### config.mk
export PLATFORM = sky130hd
export DESIGN_NAME = timed_event_fifo
export DESIGN_NICKNAME = d
export VERILOG_FILES = /design/src/rtl/timed_event_fifo.sv
export SDC_FILE = /design/constraint.sdc
export NUM_CORES = 2
export LEC_CHECK = 0
export ABC_AREA = 1
export CAP_MARGIN = 20
export CORE_MARGIN = 3
export CORE_UTILIZATION = 30
export CTS_BUF_LIST = sky130_fd_sc_hd__clkbuf_8
export CTS_CLUSTER_SIZE = 16
export DETAILED_ROUTE_END_ITERATION = 8
export HOLD_SLACK_MARGIN = 0.12
export SLEW_MARGIN = 20
export SYNTH_ARGS = -nofsm -noshare
export SYNTH_HDL_FRONTEND = slang
export SYNTH_SLANG_ARGS = --single-unit
### constraint.sdc
create_clock -name clk -period 3.57 [get_ports clk]
set_input_delay 1.071 -clock clk [delete_from_list [all_inputs] [get_ports clk]]
set_output_delay 1.071 -clock clk [all_outputs]
set_load 0.005 [all_outputs]
### src/rtl/timed_event_fifo.sv
`default_nettype none
// ============================================================================
// Module      : timed_event_fifo
// Description : Show-ahead event FIFO that holds each {payload, lt} entry
//               until lt cycles have elapsed. Release timing is compiled in
//               only when TIMED_FIFO_DELAY_EN is defined.
// Revision    : 1.0 - initial release
// ============================================================================
module timed_event_fifo #(
    parameter int DATA_WIDTH  = 16,
    parameter int LT_WIDTH    = 16,
    parameter int ADDR_LEN    = 8,
    parameter int NUM_ENTRIES = 256,
    parameter int AFULL_LEVEL = 240
) (
    input  logic                           clk,
    input  logic                           reset,
    input  logic                           enqueue,
    input  logic                           dequeue,
    input  logic [DATA_WIDTH+LT_WIDTH-1:0] data_in,
    output logic [DATA_WIDTH-1:0]          data_out,
    output logic                           valid,
    output logic                           full,
    output logic                           empty,
    output logic                           almost_full,
    output logic [ADDR_LEN:0]              count
);

    localparam logic [ADDR_LEN:0] c_full_count  = (ADDR_LEN+1)'(NUM_ENTRIES);
    localparam logic [ADDR_LEN:0] c_afull_count = (ADDR_LEN+1)'(AFULL_LEVEL);

    logic [DATA_WIDTH-1:0] r_mem [NUM_ENTRIES];
    logic [ADDR_LEN-1:0]   r_wr_ptr;
    logic [ADDR_LEN-1:0]   r_rd_ptr;
    logic [ADDR_LEN:0]     r_count;
    logic                  r_full;
    logic                  r_empty;
    logic                  r_afull;

    logic                  w_released;
    logic                  w_valid;
    logic                  w_deq_acc;
    logic                  w_enq_acc;
    logic [ADDR_LEN:0]     w_count_nxt;

`ifdef TIMED_FIFO_DELAY_EN
    logic [LT_WIDTH-1:0] r_now;
    logic [LT_WIDTH-1:0] r_stamp [NUM_ENTRIES];
    logic [LT_WIDTH-1:0] w_age;

    always_ff @(posedge clk or posedge reset) begin
        if (reset) begin
            r_now <= '0;
        end else begin
            r_now <= r_now + LT_WIDTH'(1);
        end
    end

    // Stamp is the first cycle in which the entry may leave; the +1 accounts
    // for the write edge itself.
    always_ff @(posedge clk) begin
        if (w_enq_acc) begin
            r_stamp[r_wr_ptr] <= r_now + data_in[LT_WIDTH-1:0] + LT_WIDTH'(1);
        end
    end

    // Signed-distance compare keeps the release test correct across wrap.
    assign w_age      = r_now - r_stamp[r_rd_ptr];
    assign w_released = ~w_age[LT_WIDTH-1];
`else
    logic w_unused_lt;
    assign w_unused_lt = ^data_in[LT_WIDTH-1:0];
    assign w_released  = 1'b1;
`endif

    assign w_valid   = ~r_empty & w_released;
    assign w_deq_acc = dequeue & w_valid;
    assign w_enq_acc = enqueue & (~r_full | w_deq_acc);

    always_comb begin
        w_count_nxt = r_count;
        if (w_enq_acc && !w_deq_acc) begin
            w_count_nxt = r_count + (ADDR_LEN+1)'(1);
        end else if (!w_enq_acc && w_deq_acc) begin
            w_count_nxt = r_count - (ADDR_LEN+1)'(1);
        end
    end

    always_ff @(posedge clk) begin
        if (w_enq_acc) begin
            r_mem[r_wr_ptr] <= data_in[DATA_WIDTH+LT_WIDTH-1:LT_WIDTH];
        end
    end

    always_ff @(posedge clk or posedge reset) begin
        if (reset) begin
            r_wr_ptr <= '0;
            r_rd_ptr <= '0;
            r_count  <= '0;
            r_full   <= 1'b0;
            r_empty  <= 1'b1;
            r_afull  <= 1'b0;
        end else begin
            if (w_enq_acc) begin
                r_wr_ptr <= r_wr_ptr + ADDR_LEN'(1);
            end
            if (w_deq_acc) begin
                r_rd_ptr <= r_rd_ptr + ADDR_LEN'(1);
            end
            r_count <= w_count_nxt;
            r_full  <= (w_count_nxt == c_full_count);
            r_empty <= (w_count_nxt == '0);
            r_afull <= (w_count_nxt >= c_afull_count);
        end
    end

    assign data_out    = r_empty ? '0 : r_mem[r_rd_ptr];
    assign valid       = w_valid;
    assign full        = r_full;
    assign empty       = r_empty;
    assign almost_full = r_afull;
    assign count       = r_count;

endmodule
`default_nettype wire

# After elaboration in Yosys (flattened, before gate mapping)
# Memories as Yosys holds them, arrays and structs flattened.
# Cells that the tools add are included.
[word_totals]
output_inout_bits = 29
wordCells = 28
inputBits = 36
memories = 1
ram_bits = 4096
reg_bits = 28
[classes]
reduce_logical = 5
muxes = 5
n_addsub = 4
n_lt_le_gt_ge = 1
n_bitwise = 5
eq_ne = 1
[memory_table]
columns = ["name", "words", "word_bits", "rd", "rd_ports_with_merged_regs", "wr", "line", "text"]
rows = [
  ["r_mem", 256, 16, 1, 0, 1, "32", "logic [DATA_WIDTH-1:0] r_mem [NUM_ENTRIES];"],
]
[op_table]
columns = ["op", "n"]
rows = [
  ["$mux W9", 2],
  ["$add A8 B1 Y8 const B", 2],
  ["$mux W16", 1],
  ["$add A9 B1 Y9 const B", 1],
  ["$eq A9 B9 Y1 const B", 1],
  ["$ge A9 B8 Y1 const B", 1],
  ["$logic_not A9 Y1", 1],
  ["$sub A9 B1 Y9 const B", 1],
  ["$and A1 B1 Y1", 2],
  ["$logic_and A1 B1 Y1", 2],
  ["$logic_not A1 Y1", 2],
  ["$mux W1", 2],
  ["$not A1 Y1", 2],
  ["$or A1 B1 Y1", 1],
]

# Logic depth before layout (Yosys ltp)
[depth]
ltp_word = 9
ltp_mapped = 17
mapped_depth_nobuf = 13

# Worst setup path before layout
# OpenSTA, ideal clock, no wires.
[synth_path]
path_kind = "input port to flip-flop"
from = "in dequeue"
to = "mem r_mem[127][0] (enable)"
path_buffers = 0
stages = 8
path_slack_ns = -0.023
t_required_ns = 3.161
arrival_ns = 3.184
setup_time_ns = 0.409
path_cell_list = "nand2_2 -> a21oi_4 -> inv_1 -> nor2_1 -> inv_1 -> nor2_1 -> nand3_1 -> nor3_1"
[synth_between]
elab_chain_len = 5
[synth_lines]
columns = ["element", "line", "text"]
rows = [
  ["from (decl)", "19", "input logic dequeue,"],
  ["$and A1 B1 Y1", "77", "assign w_deq_acc = dequeue & w_valid;"],
  ["$or A1 B1 Y1", "78", "assign w_enq_acc = enqueue & (~r_full | w_deq_acc);"],
  ["$and A1 B1 Y1", "78", ""],
  ["$mux W1", "90", "if (w_enq_acc) begin"],
  ["$mux W1 (implied by the code)", "91", "r_mem[r_wr_ptr] <= data_in[DATA_WIDTH+LT_WIDTH-1:LT_WIDTH];"],
  ["to (decl)", "32", ""],
]
# Every way passes these cells.

# Worst setup path after layout
[layout_path]
from = "reg r_rd_ptr[2]"
to = "out data_out[12]"
[layout_between]
elab_chain_len = 2
[layout_lines]
columns = ["element", "line", "text"]
rows = [
  ["from (decl)", "34", "logic [ADDR_LEN-1:0] r_rd_ptr;"],
  ["from (signal assigned)", "108", "r_rd_ptr <= r_rd_ptr + ADDR_LEN'(1);"],
  ["$mem_v2 Z256 W16", "-", ""],
  ["$mux W16", "117", "assign data_out = r_empty ? '0 : r_mem[r_rd_ptr];"],
  ["to (decl)", "21", "output logic [DATA_WIDTH-1:0] data_out,"],
]
# Every way passes these cells.

==> flow_metrics.env <==
export IMPL_status="complete, but fails checks"
export IMPL_violations="setup timing"
export IMPL_syn_area_um2=168700
export IMPL_antenna_found_initial=16
export IMPL_timing_fmax_mhz=184.3
export IMPL_reg2reg_slack_ns=0.60
export IMPL_hold_class="in -> reg"
export IMPL_wl_um=559400
export IMPL_design_portCount=65
export IMPL_grt_pass1_wl_um=793300
export IMPL_start_util_pct=30.21
export IMPL_endpoint_kind="output pin"
export IMPL_ir_worst_vdd_v=0.0005210
export IMPL_yosysSeqAreaShare_pct=73.32
export IMPL_slew_violations=0
export IMPL_cts_root_buffer="clkbuf_8"
export IMPL_synth_distinct_cells=34
export IMPL_drt_iter0_drc=15912
export IMPL_reg2reg_depth=4
export IMPL_clock_skew_ns=0.1614
export IMPL_p_leak_nw=77.81
export IMPL_route_detailed_drc=0
export IMPL_fillCellCount=52988
export IMPL_grt_pass1_vias=112845
export IMPL_seqPwrFrac_pct=32.4
export IMPL_postSynthCellCount=14680
export IMPL_yosysWarnings=0
export IMPL_synth_top_area_share_pct=72.90
export IMPL_reg2reg_from="r_wr_ptr[4]$_DFFE_PP0P_"
export IMPL_p_clk_share_pct=22.3
export IMPL_dieHeight_um=755.9
export IMPL_yosys_top_cells_area="edfxtp_1 73%, nand2_1 11%, nand3_1 6.8%"
export IMPL_power_frac_comb_pct=45.2
export IMPL_timing_rr_end="r_mem[75][10]$_DFFE_PP_"
export IMPL_cts_inserted_buffers=663
export IMPL_cts_buffer_depth=4
export IMPL_gp_congestion=0.9258
export IMPL_path_clk_slew_ns=0.06
export IMPL_p_sw_mw=68.87
export IMPL_cts_tree="done"
export IMPL_intPower_mw=98.60
export IMPL_hold_viol=0
export IMPL_power_density_nw_per_um2=800.2
export IMPL_critical_path_cell_chain="inv_8, buf_4, buf_4, nand3_1, nand3_1, nand3_1, nand2_2, nand2_2, nand2_2, nand3_4, a21oi_4, buf_2"
export IMPL_required_ns=2.50
export IMPL_viasPerCell=5.009
export IMPL_synthSimpleGateAreaFrac_pct=20.35
export IMPL_relSlewSlack_pct=19.33
export IMPL_synth_avg_cell_area_um2=11.49
export IMPL_io_buffers=48
export IMPL_hpwl_um=340200
export IMPL_holdWs_ns=0.3028
export IMPL_num_rows=274
export IMPL_dpl_worst_slack_ns=-1.824
export IMPL_critPathMaxStageDelay_ns=0.60
export IMPL_synth_xor_area_share_pct=0.1038
export IMPL_ys_async_sr_fraction_pct=0.6790
export IMPL_drtAntennaViolNets=0
export IMPL_synth_adder_area_share_pct=0.05191
export IMPL_crit_path_start="r_rd_ptr[2]$_DFFE_PP0P_"
export IMPL_grt_max_degree=85
export IMPL_area_growth_pct=24.04
export IMPL_die_area_um2=571400
export IMPL_htree_num_levels=6
export IMPL_clk_latency_ns=1.25
export IMPL_drv_cap=0
export IMPL_switching_share_pct=41.12
export IMPL_critPathLaunchType="register"
export IMPL_synth_seq_cells=4124
export IMPL_crit_type="reg -> out"
export IMPL_synth_top_family_by_area="simple AND/OR/NAND/NOR gates"
export IMPL_core_area_um2=558500
export IMPL_synth_compound_area_share_pct=2.719
export IMPL_synth_edf_count=4096
export IMPL_cts_sinks=4124
export IMPL_synth_nets=14723
export IMPL_wl_per_cell_um=23.33
export IMPL_endpoint="data_out[12]"
export IMPL_post_route_period_util_pct=152.0
export IMPL_track_usage_pct=18.63
export IMPL_synth_ff_type="edfxtp_1"
export IMPL_path_max_fanout=20
export IMPL_die_w_um=755.9
export IMPL_drive_above_1_share_pct=17.52
export IMPL_via_count=120105
export IMPL_grt_overflow=0
export IMPL_worstPathArrival_ns=4.36
export IMPL_worst_pin_slew_ns=1.203
export IMPL_fin_ws_ns=-1.857
export IMPL_rsz0062_at_grt="true"
export IMPL_synth_largest_area_cell="edfxtp_1"
export IMPL_setup_viol=16
export IMPL_drtPass1Iterations=8
export IMPL_timing_final_crit_period_ns=5.427
export IMPL_whs_path_depth=1
export IMPL_synth_mux_area_fraction_pct=0
export IMPL_slowest_stage="dfrtp_4"
export IMPL_nets=16034
## what timing repair did
| action | CTS | global route |
|---|---|---|
| cloned | 44 | 30 |
| hold endpoints to repair | 11 | 0 |
| setup buffers | 70 | 58 |
| endpoints found under the setup margin | 16 | 16 |
| resized for setup | 710 | 377 |
| pin swaps | 129 | 145 |
| hold buffers | 2 | 0 |
## through the flow
step / setup TNS (ns) / power (mW) / cell area, µm² / instances / util (%)
global placement: -57.81 / 118.2 / 190100 / 22601 / 34.04
global route: -29.82 / 174.1 / 209300 / 23971 / 37.47
CTS: -30.61 / 162.9 / 206600 / 23896 / 37.00
finish: -28.52 / 167.5 / 209300 / 23979 / 37.47
detailed placement: -57.50 / 118.4 / 190100 / 22601 / 34.04
floorplan: -0.7447 / 86.34 / 168700 / 14680 / -
## layout make-up
cell class              instances  area (µm²)  share of cell area [%]
flip-flops and latches       4124      123700                   59.12
multi-input cells            9202       42310                   20.22
repair buffers               1556       20230                   9.668
well taps                    7452        9324                   4.455
clock buffers                 669        9208                   4.400
clock inverters               523        2668                   1.275
inverters                     440        1708                  0.8161
repair inverters                4       88.84                 0.04245
diodes                          9       22.52                 0.01076
## sequential cells by signal, indices dropped and copies added (netlist names)
name and count:
empty 1, almost_full 1, count 9, r_wr_ptr 8, r_mem 4096, full 1, r_rd_ptr 8
## how the worst min path moves through the flow
stage | from | endpoint | slack, ns
finish | data_in[28] | r_mem[160][12]$_DFFE_PP_ | 0.30
global route | data_in[18] | r_mem[27][2]$_DFFE_PP_ | 0.22
CTS | data_in[18] | r_mem[27][2]$_DFFE_PP_ | 0.15
detailed placement | r_wr_ptr[0]$_DFFE_PP0P_ | r_wr_ptr[0]$_DFFE_PP0P_ | 0.52
global placement | r_wr_ptr[0]$_DFFE_PP0P_ | r_wr_ptr[0]$_DFFE_PP0P_ | 0.51
floorplan | r_rd_ptr[5]$_DFFE_PP0P_ | r_rd_ptr[5]$_DFFE_PP0P_ | 0.46
## per-layer routing
layer / wire, µm / up-vias / global-route usage (%) / part of all wire (%)
met2: 250000 / 6319 / 28.60 / 45
met5: 97 / - / 0 / 0.017
met4: 23180 / 6 / 7.298 / 4.1
met1: 225000 / 59178 / 25.45 / 40
li1: - / 53592 / - / -
met3: 61130 / 1010 / 4.514 / 11
## synth_stat cells (4+ instances only)
cell type     n
or2_2         9
nor2_1     1254
xor2_1       20
nor3_1       38
o21ai_1       4
nand3_1    2303
buf_1        82
o21ai_0     413
nand2_1    4728
buf_2       358
clkinv_1      5
clkbuf_1    403
ha_1          7
edfxtp_1   4096
inv_1       430
o22ai_1      10
o211ai_1    100
a21oi_1     227
nand4_1      13
dfrtp_1      27
buf_4        61
a21boi_1     16
inv_2         4
a21boi_0     53
buf_6        10
## layout by cell type (no fill, tap or decap), types with 100 or more instances in the layout
| cell | count |
|---|---|
| nand3_1 | 2036 |
| a21oi_1 | 174 |
| nand2_2 | 121 |
| nand3_2 | 227 |
| nand2_1 | 4523 |
| nor2_1 | 1227 |
| buf_12 | 455 |
| buf_4 | 837 |
| clkinv_1 | 151 |
| o211ai_1 | 100 |
| o21ai_0 | 390 |
| clkbuf_8 | 669 |
| inv_1 | 703 |
| edfxtp_1 | 4096 |
## cells by family (layout without fill, tap and decap cells)
kind of cell | after synthesis | in the layout
simple gates | 8349 | 8349
flops | 4124 | 4124
buf+inv | 1354 | 3192
compound gates | 826 | 826
xor+xnor | 20 | 20
fa+ha+maj | 7 | 7
other cells | 0 | 9
## worst max-delay path, delay by kind of cell (launching register included)
family / cells / cell delay (ns)
AND/OR/NAND/NOR: 7 / 1.09
buffers and inverters: 4 / 1.14
AO/OA/AOI/OAI: 1 / 0.34
flip-flops: 1 / 0.60
## power by group through the flow
stage	Clock (mW)	Combinational, mW	Sequential [mW]
finish	37.4	75.7	54.3
global route	40.1	79.7	54.3
CTS	37.9	70.7	54.3
detailed placement	0	63.0	55.3
global placement	0	62.9	55.3
floorplan	0	31.2	55.1
No activity file was read; power rests on OpenSTA's default activity.
